### src/rtl/dmem_bus_adapter_if.sv
// Data-memory bus between dmem_bus_adapter (master) and the memory (slave).
//
// Request channel (valid/ready): the master raises bus_req_valid with
// addr/we/be/wdata stable and holds all of them until a cycle in which
// bus_req_ready is also high; that cycle is the handshake. Read response:
// bus_rsp_valid qualifies bus_rdata for one cycle, has no ready, and is
// only meaningful on or after the read handshake.
interface dmem_bus_adapter_if #(
    parameter int XLEN = 32,
    parameter int ALEN = 32
);
    logic            bus_req_valid;
    logic            bus_req_ready;
    logic [ALEN-1:0] bus_addr;
    logic            bus_we;
    logic [3:0]      bus_be;
    logic [XLEN-1:0] bus_wdata;
    logic            bus_rsp_valid;
    logic [XLEN-1:0] bus_rdata;

    modport master (
        output bus_req_valid, bus_addr, bus_we, bus_be, bus_wdata,
        input  bus_req_ready, bus_rsp_valid, bus_rdata
    );

    modport slave (
        input  bus_req_valid, bus_addr, bus_we, bus_be, bus_wdata,
        output bus_req_ready, bus_rsp_valid, bus_rdata
    );
endinterface

### src/rtl/dmem_bus_adapter.sv
// MEM-stage to data-memory bus adapter: turns each load/store into one
// valid/ready transaction, stalls the pipeline until it completes, lane-
// shifts store data, aligns and extends load data, and aborts with a
// bus_error pulse after TIMEOUT_CYCLES.
// Optional feature macro: MISALIGN_TRAP_EN (trap misaligned LH/LHU/SH/LW/SW
// without touching the bus). Undefined: no alignment check.
// dbg_state_o exposes the FSM state (0 IDLE, 1 REQ, 2 RESP, 3 DONE, 4 MISAL).
module dmem_bus_adapter #(
    parameter int XLEN           = 32,
    parameter int ALEN           = 32,
    parameter int TIMEOUT_CYCLES = 255
) (
    input  logic                clk,
    input  logic                rst,
    input  logic                mem_read,
    input  logic                dmem_we,
    input  logic [ALEN-1:0]     dmem_addr,
    input  logic [XLEN-1:0]     dmem_wdata,
    input  logic [3:0]          dmem_be,
    input  logic [2:0]          dmem_funct3,
    output logic                mem_stall,
    output logic [XLEN-1:0]     load_data,
    output logic                access_done,
    output logic                bus_error,
    output logic [2:0]          dbg_state_o,
    dmem_bus_adapter_if.master  bus
);
    localparam int CW = $clog2(TIMEOUT_CYCLES + 1);

    typedef enum logic [2:0] {
        S_IDLE  = 3'd0,
        S_REQ   = 3'd1,
        S_RESP  = 3'd2,
        S_DONE  = 3'd3,
        S_MISAL = 3'd4
    } state_t;

    state_t          state_q, state_d;
    logic [CW-1:0]   cnt_q, cnt_d;
    logic [XLEN-1:0] load_q, load_d;
    logic            req;
    logic            misalign;
    logic            timeout;
    logic            valid_c, done_c, err_c;

    // Select the addressed byte/half of a read word and extend it per funct3.
    function automatic logic [XLEN-1:0] extract(input logic [XLEN-1:0] w,
                                                input logic [1:0]      off,
                                                input logic [2:0]      f3);
        logic [7:0]  b;
        logic [15:0] h;
        b = w[8*off +: 8];
        h = w[16*off[1] +: 16];
        case (f3)
            3'b000:  extract = {{(XLEN-8){b[7]}}, b};
            3'b001:  extract = {{(XLEN-16){h[15]}}, h};
            3'b010:  extract = w;
            3'b100:  extract = {{(XLEN-8){1'b0}}, b};
            3'b101:  extract = {{(XLEN-16){1'b0}}, h};
            default: extract = '0;
        endcase
    endfunction

    assign req = mem_read | dmem_we;

    // Flag accesses whose address does not fit their size.
    always_comb begin
        misalign = 1'b0;
`ifdef MISALIGN_TRAP_EN
        case (dmem_funct3)
            3'b001, 3'b101: misalign = dmem_addr[0];
            3'b010:         misalign = (dmem_addr[1:0] != 2'b00);
            default:        misalign = 1'b0;
        endcase
`endif
    end

    // The counter only ever climbs to TIMEOUT_CYCLES, where the abort fires.
    assign timeout = ((state_q == S_REQ) || (state_q == S_RESP)) &&
                     (cnt_q == CW'(TIMEOUT_CYCLES));

    // Next-state, timeout counter, load capture and per-cycle pulses.
    always_comb begin
        state_d = state_q;
        cnt_d   = cnt_q;
        load_d  = load_q;
        valid_c = 1'b0;
        done_c  = 1'b0;
        err_c   = 1'b0;
        case (state_q)
            S_IDLE: begin
                if (req) begin
                    if (misalign) begin
                        state_d = S_MISAL;
                    end else begin
                        state_d = S_REQ;
                        cnt_d   = '0;
                    end
                end
            end
            S_REQ: begin
                if (timeout) begin
                    err_c   = 1'b1;
                    done_c  = 1'b1;
                    load_d  = '0;
                    state_d = S_IDLE;
                end else begin
                    valid_c = 1'b1;
                    cnt_d   = cnt_q + 1'b1;
                    if (bus.bus_req_ready) begin
                        if (dmem_we) begin
                            // A store completes in its handshake cycle.
                            done_c  = 1'b1;
                            state_d = S_IDLE;
                        end else if (bus.bus_rsp_valid) begin
                            load_d  = extract(bus.bus_rdata, dmem_addr[1:0], dmem_funct3);
                            state_d = S_DONE;
                        end else begin
                            state_d = S_RESP;
                        end
                    end
                end
            end
            S_RESP: begin
                if (timeout) begin
                    err_c   = 1'b1;
                    done_c  = 1'b1;
                    load_d  = '0;
                    state_d = S_IDLE;
                end else begin
                    cnt_d = cnt_q + 1'b1;
                    if (bus.bus_rsp_valid) begin
                        load_d  = extract(bus.bus_rdata, dmem_addr[1:0], dmem_funct3);
                        state_d = S_DONE;
                    end
                end
            end
            S_DONE: begin
                done_c  = 1'b1;
                state_d = S_IDLE;
            end
            S_MISAL: begin
                done_c  = 1'b1;
                err_c   = 1'b1;
                load_d  = '0;
                state_d = S_IDLE;
            end
            default: state_d = S_IDLE;
        endcase
    end

    // State, counter and load-result registers with synchronous reset.
    always_ff @(posedge clk) begin
        if (rst) begin
            state_q <= S_IDLE;
            cnt_q   <= '0;
            load_q  <= '0;
        end else begin
            state_q <= state_d;
            cnt_q   <= cnt_d;
            load_q  <= load_d;
        end
    end

    // Pulses are suppressed in a reset cycle so an aborted access reports nothing.
    assign access_done       = done_c & ~rst;
    assign bus_error         = err_c & ~rst;
    assign load_data         = bus_error ? '0 : load_q;
    assign mem_stall         = req & ~access_done;
    assign dbg_state_o       = state_q;

    // Stores win when both request lines are high.
    assign bus.bus_req_valid = valid_c & ~rst;
    assign bus.bus_addr      = {dmem_addr[ALEN-1:2], 2'b00};
    assign bus.bus_we        = dmem_we;
    assign bus.bus_be        = dmem_we ? dmem_be : 4'b1111;

    // Replicate store data across lanes so the byte enables pick the target.
    always_comb begin
        case (dmem_funct3[1:0])
            2'b00:   bus.bus_wdata = {4{dmem_wdata[7:0]}};
            2'b01:   bus.bus_wdata = {2{dmem_wdata[15:0]}};
            default: bus.bus_wdata = dmem_wdata;
        endcase
    end
endmodule

### src/flat_wrapper.sv
// flat-port wrapper written by rule: the top's interface ports become plain ports
module dmem_bus_adapter_flat 
#(
    parameter int XLEN           = 32,
    parameter int ALEN           = 32,
    parameter int TIMEOUT_CYCLES = 255
)
  (clk, rst, mem_read, dmem_we, dmem_addr, dmem_wdata, dmem_be, dmem_funct3, mem_stall, load_data, access_done, bus_error, dbg_state_o, bus_bus_req_valid, bus_bus_addr, bus_bus_we, bus_bus_be, bus_bus_wdata, bus_bus_req_ready, bus_bus_rsp_valid, bus_bus_rdata);
  dmem_bus_adapter_if #(.XLEN(XLEN), .ALEN(ALEN)) bus_i ();
  input  logic clk;
  input  logic rst;
  input  logic mem_read;
  input  logic dmem_we;
  input  logic [ALEN-1:0] dmem_addr;
  input  logic [XLEN-1:0] dmem_wdata;
  input  logic [3:0] dmem_be;
  input  logic [2:0] dmem_funct3;
  output logic mem_stall;
  output logic [XLEN-1:0] load_data;
  output logic access_done;
  output logic bus_error;
  output logic [2:0] dbg_state_o;
  output wire logic [$bits(bus_i.bus_req_valid)-1:0] bus_bus_req_valid;
  output wire logic [$bits(bus_i.bus_addr)-1:0] bus_bus_addr;
  output wire logic [$bits(bus_i.bus_we)-1:0] bus_bus_we;
  output wire logic [$bits(bus_i.bus_be)-1:0] bus_bus_be;
  output wire logic [$bits(bus_i.bus_wdata)-1:0] bus_bus_wdata;
  input wire logic [$bits(bus_i.bus_req_ready)-1:0] bus_bus_req_ready;
  input wire logic [$bits(bus_i.bus_rsp_valid)-1:0] bus_bus_rsp_valid;
  input wire logic [$bits(bus_i.bus_rdata)-1:0] bus_bus_rdata;
  assign bus_bus_req_valid = bus_i.bus_req_valid;
  assign bus_bus_addr = bus_i.bus_addr;
  assign bus_bus_we = bus_i.bus_we;
  assign bus_bus_be = bus_i.bus_be;
  assign bus_bus_wdata = bus_i.bus_wdata;
  assign bus_i.bus_req_ready = bus_bus_req_ready;
  assign bus_i.bus_rsp_valid = bus_bus_rsp_valid;
  assign bus_i.bus_rdata = bus_bus_rdata;
  dmem_bus_adapter #(.XLEN(XLEN), .ALEN(ALEN), .TIMEOUT_CYCLES(TIMEOUT_CYCLES)) u_core (.clk(clk), .rst(rst), .mem_read(mem_read), .dmem_we(dmem_we), .dmem_addr(dmem_addr), .dmem_wdata(dmem_wdata), .dmem_be(dmem_be), .dmem_funct3(dmem_funct3), .mem_stall(mem_stall), .load_data(load_data), .access_done(access_done), .bus_error(bus_error), .dbg_state_o(dbg_state_o), .bus(bus_i));
endmodule
### config.mk
export PLATFORM = sky130hd
export DESIGN_NAME = dmem_bus_adapter_flat
export DESIGN_NICKNAME = d
export VERILOG_FILES = /design/src/rtl/dmem_bus_adapter_if.sv /design/src/rtl/dmem_bus_adapter.sv /design/src/flat_wrapper.sv
export SDC_FILE = /design/constraint.sdc
export NUM_CORES = 1
export LEC_CHECK = 0
export CAP_MARGIN = 5
export CORE_MARGIN = 2
export CORE_UTILIZATION = 30
export DETAILED_ROUTE_END_ITERATION = 10
export PLACE_DENSITY = 0.66
export SLEW_MARGIN = 20
export SYNTH_ARGS = -nofsm -noshare
export SYNTH_HDL_FRONTEND = slang
export SYNTH_SLANG_ARGS = --single-unit
### constraint.sdc
create_clock -name clk -period 2.55 [get_ports clk]
set_input_delay 0.255 -clock clk [delete_from_list [all_inputs] [get_ports clk]]
set_output_delay 0.255 -clock clk [all_outputs]
set_load 0.005 [all_outputs]
# ---- After elaboration in Yosys (flattened, before gate mapping)
# Index checks and enable logic that the tools add are counted.
dict set report classes {
  n_addsub 1
  eq_ne 15
  shift 2
  n_mux 29
  bitwise 7
  reduce_logical 12
}
# operator count
set op_table {}
lappend op_table {{two-way mux 32 bit} 6}
lappend op_table {{case mux 32 bit (5 select lines)} 1}
lappend op_table {{case mux 32 bit (3 select lines)} 1}
lappend op_table {{case mux 32 bit (2 select lines)} 1}
lappend op_table {{indexed part select 32 x 6 -> 16 bit} 1}
lappend op_table {{indexed part select 32 x 6 -> 8 bit} 1}
lappend op_table {{two-way mux 3 bit} 6}
lappend op_table {{two-way mux 8 bit} 2}
lappend op_table {{case mux 8 bit (2 select lines)} 1}
lappend op_table {{equality test 3 x 2 -> 1 bit (second input constant)} 3}
lappend op_table {{equality test 3 bit (second input constant)} 3}
lappend op_table {{inequality test 3 x 2 -> 1 bit (second input constant)} 3}
lappend op_table {{case mux 3 bit (3 select lines)} 1}
lappend op_table {{AND reduction 3 bit} 3}
lappend op_table {{adder 8 x 1 -> 8 bit (second input constant)} 1}
lappend op_table {{equality test 8 bit (second input constant)} 1}
lappend op_table {{two-way mux 1 bit} 7}
lappend op_table {{equality test 3 x 1 -> 1 bit (second input constant)} 2}
lappend op_table {{zero test 3 bit} 2}
lappend op_table {{bitwise AND 1 bit} 4}
lappend op_table {{two-way mux 4 bit} 1}
lappend op_table {{OR reduction 2 bit} 2}
lappend op_table {{case mux 1 bit (3 select lines)} 1}
lappend op_table {{nonzero test 3 bit} 1}
lappend op_table {{10 further kinds} 11}
dict set report word_totals {
  register_bits 43
  in_bits 109
  output_inout_bits 108
  word_cells 69
}

# ---- Depth between registers and ports, before layout
# Gate-level depths: netlist of run 1.
dict set report depth {
  ltp_word 8
  ltp_mapped 9
  mapped_depth_nobuf 6
}

# ---- Worst setup path before layout of run 1
# OpenSTA, ideal clock, no wires.
dict set report synth_timing {
  path_type {reg-to-reg}
  startpoint {register u_core.state_q[0], in the netlist u_core.dbg_state_o[0]}
  endpoint {register u_core.load_q[10]}
  setup_ps 125
  t_arrival_ps 1763
  required_time_ps 2425
  setup_slack_ps 662
  stages_incl_launch_ff 8
  n_path_buf 1
  cell_sequence {dfxtp_1 inv_1 ha_1 nand4_1 o21a_1 nand3_1 clkbuf_1 o2bb2ai_1}
}
dict set report synth_between {
  elab_chain_len 5
}
# element line_no
set synth_lines {}
lappend synth_lines {{start: declaration} dmem_bus_adapter.sv:38} ;# state_t state_q, state_d;
lappend synth_lines {{start signal: assignment} dmem_bus_adapter.sv:159} ;# state_q <= state_d;
lappend synth_lines {{equality test 3 x 1 -> 1 bit / equality test 3 x 2 -> 1 bit (equally long branches)} {dmem_bus_adapter.sv:79, dmem_bus_adapter.sv:90}}
lappend synth_lines {{logical OR 1 bit} dmem_bus_adapter.sv:79} ;# assign timeout = ((state_q == S_REQ) || (state_q == S_RESP)) &&
lappend synth_lines {{logical AND 1 bit} dmem_bus_adapter.sv:79}
lappend synth_lines {{inequality test 3 x 2 -> 1 bit (no source line), or another cell as far along} --}
lappend synth_lines {{AND reduction 3 bit (no source line) / case mux 32 bit (3 select lines) (equally long branches)} --}
lappend synth_lines {{end signal: assignment} dmem_bus_adapter.sv:161} ;# load_q <= load_d;
lappend synth_lines {{end: declaration} dmem_bus_adapter.sv:40} ;# logic [XLEN-1:0] load_q, load_d;
# Several ways; a longest one is shown, not always the timed one.
# A chain may end at the register's enable or synchronous reset.

# ---- Worst setup path after layout of run 1
dict set report layout_timing {
  startpoint {register u_core.state_q[0], in the netlist u_core.dbg_state_o[0]}
  endpoint {output load_data[12]}
}
dict set report layout_between {
  elab_chain_len 7
}
# element line_no
set layout_lines {}
lappend layout_lines {{equality test 3 x 1 -> 1 bit / equality test 3 x 2 -> 1 bit (equally long branches)} {dmem_bus_adapter.sv:79, dmem_bus_adapter.sv:90}}
lappend layout_lines {{logical OR 1 bit} dmem_bus_adapter.sv:79}
lappend layout_lines {{logical AND 1 bit} dmem_bus_adapter.sv:79}
lappend layout_lines {{two-way mux 1 bit} {dmem_bus_adapter.sv:102, dmem_bus_adapter.sv:125}}
lappend layout_lines {{case mux 1 bit (2 select lines) (*)} dmem_bus_adapter.sv:90} ;# case (state_q)
lappend layout_lines {{bitwise AND 1 bit (*)} dmem_bus_adapter.sv:167} ;# assign bus_error = err_c & ~rst;
lappend layout_lines {{two-way mux 32 bit (*)} dmem_bus_adapter.sv:168} ;# assign load_data = bus_error ? '0 : load_q;
lappend layout_lines {{end: declaration} flat_wrapper.sv:19} ;# output logic [XLEN-1:0] load_data;
# Every way passes the cells marked *; elsewhere a longest branch is shown, timed or not.

==> summary by stage, run 1 <==
Power
The maximum vdd ir drop is approximately 0.3 mV. The power per unit of standard cell area is between 400 and 500 nW/um^2. The leakage power is 2.12 nW. Summing internal, switching and leakage power gives approximately 2.3 mW.

STA
The pin slew with the least headroom to its limit is 942 ps. In this run the tightest slew margin relative to its limit is between 30% and 40%. The number of endpoints with negative hold slack in the final report was 0. The fraction of the cycle the final worst path needs is 101%.

The total count of max-transition violations in the final report is 0. The peak clock frequency supported by timing is 0.386 GHz. The worst setup slack after layout is -38.0 ps.

The worst slack on hold paths is about 470 ps. The clock arrives with roughly 15 ps of skew. The smallest clock period supported by the final layout is computed as 2590 ps.

Setup violations remaining at the end of the flow were counted as 11. Setup repair after global routing could not meet its margin everywhere.

Placement
The total half-perimeter wirelength after legalization and detailed placement is approximately 8 mm. The instance count after placement with tap cells included is ~600. The global placer's final weighted congestion is approximately 0.9. Input and output buffers added on the ports amount to roughly 150. Before CTS, the worst setup slack after placement is between 200 and 250 ps.

Routing
After detailed routing, the number of remaining DRC violations is 0. After detailed routing, the number of vias per cell comes to 5.22. The routed layout has approximately 3,200 vias. The number of iterations in the first detailed-routing pass is 4. For this block, the routed nets add up to 11.0 mm of wire. The number of nets with antenna violations after routing is 0. The detailed router finished its first iteration with roughly 220 violations. The average detailed-routed wire length per instance is about 18 um.

Critical path
The critical path in this run is classified as reg -> out. The highest fanout seen on the critical path is 15. The critical register-to-register path startpoint is u_core.dbg_state_o[0]$_SDFFE_PP0P_.

The register-to-register path setup slack is around 290 ps. Data on the critical path arrives at its endpoint at between 2000 and 2500 ps. The endpoint of the lowest-slack register-to-register path is u_core.load_q[18]$_SDFFE_PP0P_. At the worst endpoint, the required time is between 2000 and 2500 ps.

The critical path launch point type is a register. The nature of the critical path endpoint is an output pin. The cell count of the worst reg-to-reg path is 10.

Clock tree
The clock-pin slew on the worst setup and hold paths is around 90 ps. Counting the buffers created by CTS gives 5. The number of hold buffers added after CTS was 0.

The number of levels in the clock H-tree is 2. The clock reaches the later pin of the worst-skew pair after 310 ps. The TritonCTS clock tree is built. The number of clock sinks seen by CTS is 42.

The longest clock path from root to sink contains 2 buffers. The root cell of the clock tree is clkbuf_8.

Floorplan
The area of the core region is approximately 10,000 um^2. ~220 I/O pins were placed. The die covers around 11,000 um^2. The floorplan has 37 rows. The floorplan step set the die height to between 100 and 150 um.

The die is between 100 and 150 um wide. The initial cell density of the core is a little under a third.

Synthesis
After synthesis the cells add up to between 3000 and 4000 um^2. For this run, the leading register cell type out of synthesis is dfxtp_1. The synthesis warning total is 0.

Counting flops and latches in the post-synthesis netlist gives 42. The post-synthesis sequential area ratio is 26.5%. Sorting the synthesized cells by area gives the leading types as dfxtp_1 26%, buf_4 10%, o2bb2ai_1 9.1%, mux2_2 8.2%, nor2b_1 7.1%.

The proportion of synthesized flip-flops having asynchronous set or reset is 0%. Synthesis instantiated 50 different standard cells from the library. The gate count after technology mapping is roughly 360. The count of flip-flops with a built-in enable after synthesis is 0.

The biggest area contributor in the post-synthesis netlist is dfxtp_1. Summed over its instances, the top area cell type makes up between 20% and 30% of the synthesized netlist area. Dividing the synthesized area by the synthesized cell count gives 8.87 um^2.

Outcome
The final reports fail on negative setup slack. The flow ran to the end, but the final reports show violations.

Worst hold path
In this run the worst hold path is classified as reg -> reg. In this run the most critical hold path is launched from u_core.load_q[23]$_SDFFE_PP0P_. The worst hold path terminates at u_core.load_q[23]$_SDFFE_PP0P_.

The number of cells on the worst hold path is 1.

Final layout
The diode insertion count for antenna repair is 0. Cells with a size suffix above 1 make up between 10% and 20% of the layout. The filler cells instantiated in the layout total between 900 and 1,000. The area growth from synthesis to layout is 54.6%. The net count of the finished layout is between 500 and 600. The final cell count without fillers is 621.

Global routing
The first global-routing pass estimated between 15 and 20 mm of wire. For this run, the total global-route usage over all layers was measured as about a fifth. The number of antenna violations at the first check in global routing is 0.

The via count of the first global-routing pass is roughly 3,200. Entering global routing, the biggest net connects 33 pins. The total overflow left after global routing is 0.

Run
The number of max-capacitance violations reported is 0.
## worst max-delay path, cell delays in order (launching register included)
cell,delay [ps]
dfxtp_4,370
clkinvlp_4,110
ha_4,280
nand4_1,140
buf_4,190
nor3_4,170
buf_6,130
buf_12,130
nor2b_1,50
clkdlybuf4s50_1,440
## per-layer routing
metal	vias to the layer above	share of wire [%]	GRT usage [%]
li1	1551	-	-
met1	1534	44	25.7
met2	146	48	31.8
met3	11	7.5	4.92
met4	0	0.65	3.25
met5	-	0	0
## layout by cell type, fill, tap and decap left out, types with 3 or more instances in the layout
| cell type | netlist | routed |
|---|---|---|
| buf_4 | 43 | 26 |
| nor2b_1 | 36 | 32 |
| nand4_1 | 4 | 4 |
| clkdlybuf4s50_1 | 0 | 128 |
| nor2b_2 | 0 | 4 |
| o31ai_1 | 4 | 4 |
| ha_1 | 6 | 4 |
| conb_1 | 1 | 3 |
| nand3_1 | 6 | 6 |
| a211oi_1 | 20 | 19 |
| o21ai_0 | 14 | 14 |
| clkbuf_8 | 0 | 5 |
| nand2_1 | 12 | 12 |
| mux2_2 | 23 | 23 |
| mux2i_1 | 10 | 10 |
| nand2b_1 | 6 | 6 |
| nand3b_1 | 3 | 3 |
| o2bb2ai_1 | 33 | 33 |
| a21oi_1 | 5 | 5 |
| dfxtp_1 | 42 | 39 |
| inv_1 | 8 | 7 |
| dlygate4sd2_1 | 0 | 4 |
| dlymetal6s2s_1 | 0 | 18 |
| and3_1 | 4 | 4 |
| a222oi_1 | 7 | 7 |
| a221oi_1 | 8 | 8 |
| nor2_1 | 10 | 9 |
## where the power goes
group	leakage, nW	internal (mW)	switching (mW)
clock	0.0447	0.198	0.269
combinational	1.74	0.555	0.511
sequential	0.341	0.715	0.0412
## state kept, by name, summed over array words and instances, names as in the netlist
signal and flops:
u_core.cnt_q 8, u_core.dbg_state_o 2, u_core.load_q 32
## through the flow
stage	cell area (um^2)	setup TNS [ps]	util [%]
floorplan	3180	0	-
global placement	4590	0	44.6
detailed placement	4590	0	44.6
CTS	4760	-2.06	46.3
global route	4910	-1500	47.7
finish	4910	-330	47.7
## worst max-delay path by stage
stage | startpoint | end | slack [ps] | depth (start not counted)
global route | u_core.dbg_state_o[0]$_SDFFE_PP0P_ | load_data[10] | -140 | 9
floorplan | u_core.dbg_state_o[0]$_SDFFE_PP0P_ | u_core.load_q[10]$_SDFFE_PP0P_ | 660 | 7
detailed placement | dmem_addr[1] | u_core.load_q[3]$_SDFFE_PP0P_ | 240 | 6
CTS | u_core.dbg_state_o[0]$_SDFFE_PP0P_ | load_data[24] | -2 | 9
global placement | dmem_funct3[0] | u_core.load_q[18]$_SDFFE_PP0P_ | 280 | 5
finish | u_core.dbg_state_o[0]$_SDFFE_PP0P_ | load_data[12] | -40 | 9
## synthesized netlist by cell type, types with 2 or more instances
cell       instances
nand2b_1           6
dfxtp_1           42
nand3_1            6
o21ai_2            2
inv_1              8
and2_1             2
and3_1             4
o2bb2ai_1         33
a211oi_1          20
nand2_1           12
o31ai_1            4
nor2_1            10
or4_1              2
ha_1               6
a222oi_1           7
buf_4             43
o21ai_0           14
clkbuf_1          12
mux2_2            23
nand4_1            4
mux2i_1           10
a211o_1            2
buf_2              8
a21oi_1            5
nand3b_1           3
o21a_1             2
buf_6              3
a221oi_1           8
nor2b_1           36
## layout make-up
cell class              instances  area (um^2)  area share (%)
clock buffers                   5         68.8            1.40
clock inverters                 3         25.0           0.510
inverters                       8         33.8           0.688
multi-input cells             243         1910            39.0
flip-flops and latches         42          847            17.3
well taps                     136          170            3.47
repair buffers                184         1850            37.7
## cell families after synthesis
| group | Yosys count | share of synthesized area, % |
|---|---|---|
| AO/OA/AOI/OAI | 106 | 26.6 |
| adder cells (fa/ha/maj) | 6 | 2.36 |
| buffers and inverters | 75 | 15.0 |
| flip-flops | 42 | 26.5 |
| multiplexers | 34 | 12.0 |
| AND/OR/NAND/NOR | 94 | 17.4 |
| other | 1 | 0.118 |
## repair_timing
item,CTS,global route
endpoints found under the setup margin,35,29
gates cloned,1,1
resized for setup,16,31
buffers inserted,5,8
pin swaps,0,3
Power figures use the tool's default switching activity.
==> run 2: changes to the inputs <==
Settings changed: CELL_PAD_IN_SITES_DETAIL_PLACEMENT set to 1, CELL_PAD_IN_SITES_GLOBAL_PLACEMENT set to 1, CORE_UTILIZATION 30 to 25, PLACE_DENSITY 0.66 to 0.78.
==> summary by stage, run 2 (same netlist as run 1, synthesis figures left out) <==
Floorplan
The floorplan die area is 13,600 um^2 (+19%). The initial cell density of the core is 25.4% (-5.5 points). The area of the core region was 12,500 um^2 (+22%). The horizontal die dimension is 117 um (+9.2%). The die extent in y is 117 um (+9.2%). The count of standard-cell rows is 41 (+11%).

The I/O pin count was 217 (unchanged).

STA
The worst slack on hold paths was 464 ps (-3.80 ps). The relative slew slack is 42.4% (+5.7 points). The pin slew with the least headroom to its limit is 857 ps (-84.8 ps).

The clock period minus final worst setup slack is 2430 ps (-160 ps). The number of endpoints with negative hold slack in the final report is 0 (unchanged). The sum of negative setup slack is 0 ps (+330 ps). The fraction of the cycle the final worst path needs came to 95.2% (-6.3 points). The peak clock frequency supported by timing is 0.412 GHz (+6.6%). The total count of max-transition violations in the final report is 0 (unchanged). The clock skew is 15.4 ps (-0.0109 ps). The number of endpoints failing setup at the final stage is 0 (-11). Setup repair after global routing left no endpoint under its margin.

Routing
The via density per instance was 4.99 (-4.4%). The DRC violation count after routing is 0 (unchanged). The number of DRC markers after the initial detailed-route iteration was 173 (-20%). The number of iterations in the first detailed-routing pass was 5 (+1). The routed wire length is 11.9 mm (+8.1%). The number of vias after detailed routing is 3,234 (-0.25%). The number of nets with antenna violations after routing is 0 (unchanged). The average detailed-routed wire length per instance is 18.4 um (+3.6%).

Clock tree
The maximum count of clock buffers along a single path is 2 (unchanged). The clock latency at the later pin of the worst-skew pair came to 290 ps (-20 ps). The hold-fix buffer count after cts was 0 (unchanged).

The TritonCTS clock tree is built. The number of levels in the clock H-tree came to 2 (unchanged). The root cell of the clock tree is clkbuf_16.

The clock-pin slew on the worst setup and hold paths is 60 ps (-30 ps). The number of buffers inserted during clock tree synthesis is 5 (unchanged). The number of clock sinks seen by CTS is 42 (unchanged).

Placement
The total half-perimeter wirelength after legalization and detailed placement was 9.13 mm (+12%). The number of buffers added on ports came to 153 (unchanged). The global placer's final weighted congestion is 0.915 (+1.3%).

The instance count after placement with tap cells included is 633 (+5.7%).

Critical path
The highest fanout seen on the critical path is 8 (-7). The required time of the critical path came to 2300 ps (about the same). The setup path with the least slack is of type reg -> out. The critical path launch point type is a register.

The arrival time at the worst endpoint is 2170 ps (-160 ps). The worst setup path is captured at an output pin. The cell count of the worst reg-to-reg path is 10 (unchanged).

Global routing
The global-route total usage across every layer was 17.5% (-1.8 points). The via count of the first global-routing pass is 3,494 (+7.9%). The pin count of the biggest net entering global routing is 33 (unchanged).

The global-route wire length before repair was 18.9 mm (+7.1%). The number of antenna violations at the first check in global routing was 0 (unchanged). The remaining global-route overflow is 0 (unchanged).

Power
The internal power component is 1.63 mW (+11%). The switching power is 825 uW (+0.51%). The combinational share of power is 43.1% (-3.5 points). The maximum vdd ir drop was 0.375 mV (+21%). The sequential cell fraction of total power came to 30.9% (-2.1 points).

The leakage power is 1.86 nW (-12%). The share of total power in the clock network was 26.0% (+5.6 points). The switching part of the total is 33.6% (-2.2 points).

The power per unit of standard cell area is 498 nW/um^2 (+6.7%).

Final layout
The share of the core filled with cells is 39.4% (-8.4 points). The number of flip-flops in the largest register is 32 (unchanged). The final cell count without fillers is 648 (+4.3%). Compared with the post-synthesis result, the final layout area differs by 55.3%. The number of fillers in the final layout came to 1,485 (+50%). The share of post-route cells with drive strength above 1 was 15.3% (-2.0 points). In the layout the commonest cells are 148 x clkdlybuf4s50_1, 39 x dfxtp_1, 35 x nor2b_1.

The storage element area is 847 um^2 (unchanged). The net count reported at finish was 590 (-1.5%). Leaving out fill and tap cells, the most frequent cell in the layout is clkdlybuf4s50_1. The register with the most flip-flops is u_core.load_q. The diode insertion count for antenna repair was 0 (unchanged). The multi-input combinational cell area came to 1920 um^2 (+0.26%).

Run
The number of max-capacitance violations reported is 0 (unchanged).

Worst hold path
The class of the most critical hold timing path is reg -> reg. The number of cells on the worst hold path is 1 (unchanged).

Outcome
The run finished with clean final reports.
[run 2: area by class of cell]
type                       instances  share of cell area (%)
clock inverter                     3                   0.482
sequential                        42                    17.2
timing repair buffer             175                    35.9
tap                              172                    4.37
multi-input combinational        243                    38.9
clock buffer                       5                    2.54
inverter                           8                   0.609
[run 2: what timing repair did]
action,CTS,global route
resized for setup,11,10
gates cloned,2,0
setup buffers,4,1
pin swaps,2,1
setup endpoints to repair,35,35
[run 2: final timing paths]
kind	start	end	slack, ps
worst max register to register	u_core.dbg_state_o[1]$_SDFFE_PP0P_	u_core.load_q[20]$_SDFFE_PP0P_	440
worst min register to register	u_core.load_q[16]$_SDFFE_PP0P_	u_core.load_q[16]$_SDFFE_PP0P_	460
worst min-delay path	u_core.load_q[16]$_SDFFE_PP0P_	u_core.load_q[16]$_SDFFE_PP0P_	460
worst max-delay path	u_core.dbg_state_o[1]$_SDFFE_PP0P_	load_data[27]	120
[run 2: per-stage QoR]
stage | instance area (um^2) | power, mW | worst slack (ps)
floorplan | 3180 | 1.32 | 662
global placement | 4620 | 1.72 | 287
detailed placement | 4620 | 1.75 | 264
CTS | 4880 | 2.45 | 25.0
global route | 4930 | 2.61 | 2.87
finish | 4930 | 2.45 | 122
[run 2: per-layer routing]
metal  track usage [%]  share of wire (%)  routed length [um]  vias to the layer above
li1                  -                  -                   -                     1538
met1              22.6                 42                5050                     1575
met2              30.6                 50                5950                      117
met3              3.89                7.3                 867                        4
met4              2.35               0.46                  55                        0
met5                 0                  0                   0                        -
[run 2: power by group through the flow]
stage | clock (mW) | combinational (mW) | sequential (mW)
finish | 0.639 | 1.06 | 0.759
global route | 0.695 | 1.15 | 0.765
CTS | 0.661 | 1.03 | 0.760
detailed placement | 0 | 0.985 | 0.769
global placement | 0 | 0.960 | 0.764
floorplan | 0 | 0.562 | 0.754
[run 2: worst max-delay path, stage by stage, from the launching register on]
cell             delay [ps]
dfxtp_2                 340
inv_2                    60
ha_4                    260
nand4_1                 110
buf_4                   170
nor3_4                  160
buf_6                   170
buf_16                  140
nor2b_1                  40
clkdlybuf4s50_1         440
==> run 3: changes to the inputs <==
Settings changed: SETUP_SLACK_MARGIN set to 0.2.
==> summary by stage, run 3 (same netlist as run 1, synthesis figures left out) <==
Clock tree
The number of levels in the clock H-tree is 2 (unchanged). The number of buffers inserted during clock tree synthesis is 5 (unchanged). The number of clock sinks seen by CTS is 42 (unchanged). The TritonCTS clock tree is built. The clock latency at the later pin of the worst-skew pair is 290 ps (about the same). The maximum count of clock buffers along a single path is 2 (unchanged).

The hold-fix buffer count after cts is 0 (unchanged). The clock-pin slew on the worst setup and hold paths is 70 ps (about the same). The root cell of the clock tree is clkbuf_16.

Power
The power per unit of standard cell area is 492 nW/um^2 (-1.2%). The internal power component is 1.62 mW (-0.52%). The share of total power in the clock network was 26.1% (about the same). The switching power is 838 uW (+1.5%). The switching part of the total is 34.1% (+0.46 points). The maximum vdd ir drop was 0.374 mV (-0.27%). The total power is 2.46 mW (+0.17%). The combinational share of power is 42.9% (-0.2 points). The sequential cell fraction of total power was 31.0% (about the same). The leakage power came to 2.11 nW (+14%).

Critical path
The largest stage delay on the critical path was 440 ps (about the same). The highest fanout seen on the critical path is 4 (-4). The slowest stage of the critical path belongs to the cell clkdlybuf4s50_1. Tracing the worst setup path back leads to its startpoint at u_core.dbg_state_o[0]$_SDFFE_PP0P_. By startpoint and endpoint, the worst setup path is classified as reg -> out. The capturing element of the worst setup path is mem_stall. The cell count of the worst reg-to-reg path was 10 (unchanged). STA classifies the critical path endpoint as an output pin. The register-to-register path setup slack is 430 ps (about the same). The worst setup path is launched from a register. The critical path goes through inv_2 > ha_4 > nand4_1 > a211o_1 > a211oi_2 > nor2_1 > clkdlybuf4s50_1.

The required time of the critical path is 2300 ps (about the same). The worst register-to-register path ends at u_core.load_q[15]$_SDFFE_PP0P_. The worst register-to-register path begins at u_core.dbg_state_o[0]$_SDFFE_PP0P_. The arrival time at the worst endpoint is 2040 ps (-130 ps).

Floorplan
The count of standard-cell rows is 41 (unchanged). The horizontal die dimension is 117 um (unchanged). The die extent in y is 117 um (unchanged). The floorplan die area is 13,600 um^2 (unchanged). The initial cell density of the core is 25.4% (unchanged). The area of the core region was 12,500 um^2 (unchanged).

The I/O pin count is 217 (unchanged).

Final layout
The share of post-route cells with drive strength above 1 is 19.6% (+4.3 points). The design area is 5000 um^2 (+1.4%). The area growth from synthesis to layout is 57.4%.

Leaving out fill and tap cells, the most frequent cell in the layout is clkdlybuf4s50_1. The diode insertion count for antenna repair is 0 (unchanged). The share of the core filled with cells is 39.9% (+0.55 points). Leaving out fill and tap cells, the most frequent cells in the layout are 118 x clkdlybuf4s50_1, 38 x dfxtp_1, 35 x nor2b_1.

The number of flip-flops in the largest register was 32 (unchanged). The net count reported at finish is 598 (+1.4%). The register with the most flip-flops in the final layout is u_core.load_q.

Run
The number of max-capacitance violations reported came to 0 (unchanged).

Routing
The number of nets with antenna violations after routing was 0 (unchanged). The routed wire length is 12.3 mm (+3.4%). The number of vias after detailed routing is 3,278 (+1.4%). The via density per instance is 5.00 (+0.12%). The average detailed-routed wire length per instance was 18.8 um (+2.2%). The DRC violation count after routing is 0 (unchanged).

The number of iterations in the first detailed-routing pass is 6 (+1). The number of DRC markers after the initial detailed-route iteration came to 156 (-9.8%).

STA
The worst setup slack after layout was 257 ps (+135 ps). The number of endpoints with negative hold slack in the final report was 0 (unchanged). The peak clock frequency supported by timing is 0.436 GHz (+5.9%). The relative slew slack is 42.7% (+0.30 points). The total count of max-transition violations in the final report came to 0 (unchanged). The number of endpoints failing setup at the final stage is 0 (unchanged). The sum of negative setup slack is 0 ps (unchanged). The clock skew is 14.5 ps (-0.895 ps). The fraction of the cycle the final worst path needs is 89.9% (-5.3 points). The pin slew with the least headroom to its limit is 852 ps (-4.43 ps). The clock period minus final worst setup slack is 2290 ps (-135 ps).

Setup repair after global routing could not meet its margin everywhere.

Placement
The total half-perimeter wirelength after legalization and detailed placement is 9.13 mm (unchanged). The number of buffers added on ports is 153 (unchanged). The placement-stage cell area was 4620 um^2 (unchanged). The global placer's final weighted congestion came to 0.915 (unchanged). The worst slack at placement is 264 ps (unchanged).

Global routing
The pin count of the biggest net entering global routing is 33 (unchanged). The via count of the first global-routing pass came to 3,510 (+0.46%). The global-route wire length before repair is 19.0 mm (+0.58%).

The remaining global-route overflow is 0 (unchanged). The global-route total usage across every layer is 17.6% (+0.11 points). The number of antenna violations at the first check in global routing was 0 (unchanged).

Outcome
The flow ran to the end, and the final reports show no timing, DRC or antenna violations.

Worst hold path
The class of the most critical hold timing path is reg -> reg.
==> run 3: layout make-up <==
| type | instances | area [um^2] |
|---|---|---|
| Timing Repair Buffer | 183 | 1820 |
| Tap cell | 172 | 215 |
| Sequential cell | 42 | 851 |
| Inverter | 8 | 32.5 |
| Clock buffer | 5 | 125 |
| Fill cell | 1490 | 7520 |
| Multi-Input combinational cell | 243 | 1930 |
| Clock inverter | 3 | 23.8 |
==> run 3: metrics by stage <==
| stage | hold WS, ps | instances |
|---|---|---|
| 6_report | 460 | 656 |
| 5_1_grt | 476 | 656 |
| 4_1_cts | 467 | 651 |
| 3_5_place_dp | 446 | 633 |
| 3_3_place_gp | 437 | 633 |
| 2_1_floorplan | 425 | 360 |
==> run 3: timing repair <==
item / CTS / global route
endpoints found under the setup margin: 36 / 33
setup buffers: 8 / 4
cloned: 2 / 1
gates resized for setup: 40 / 44
pin swaps: 2 / 2
==> run 3: layer usage <==
metal	routed length, um	vias to the layer above	GRT usage [%]
li1	-	1559	-
met1	5260	1592	22.7
met2	6220	123	30.8
met3	785	4	3.89
met4	55	0	2.35
met5	0	-	0
==> run 3: worst min-delay path by stage <==
stage	from	endpoint	slack [ps]	depth (start not counted)
after floorplan	u_core.load_q[0]$_SDFFE_PP0P_	u_core.load_q[0]$_SDFFE_PP0P_	420	1
after CTS	u_core.load_q[16]$_SDFFE_PP0P_	u_core.load_q[16]$_SDFFE_PP0P_	470	1
after global routing	u_core.load_q[21]$_SDFFE_PP0P_	u_core.load_q[21]$_SDFFE_PP0P_	480	1
after global placement	u_core.load_q[1]$_SDFFE_PP0P_	u_core.load_q[1]$_SDFFE_PP0P_	440	1
final	u_core.load_q[21]$_SDFFE_PP0P_	u_core.load_q[21]$_SDFFE_PP0P_	460	1
after detailed placement	u_core.load_q[16]$_SDFFE_PP0P_	u_core.load_q[16]$_SDFFE_PP0P_	450	1
==> run 3: critical path, delay by kind of cell, from the launching register on <==
family | cells | cell delay, ps
fa+ha+maj | 1 | 260
flops | 1 | 340
compound gates | 2 | 480
buf+inv | 2 | 490
simple gates | 2 | 190
==> run 3: power groups by stage <==
stage          combinational [mW]  sequential [mW]  clock [mW]
5_1_grt                      1.15            0.769       0.697
2_1_floorplan               0.562            0.754           0
3_5_place_dp                0.985            0.769           0
6_report                     1.05            0.763       0.641
4_1_cts                      1.05            0.759       0.661
3_3_place_gp                0.960            0.764           0
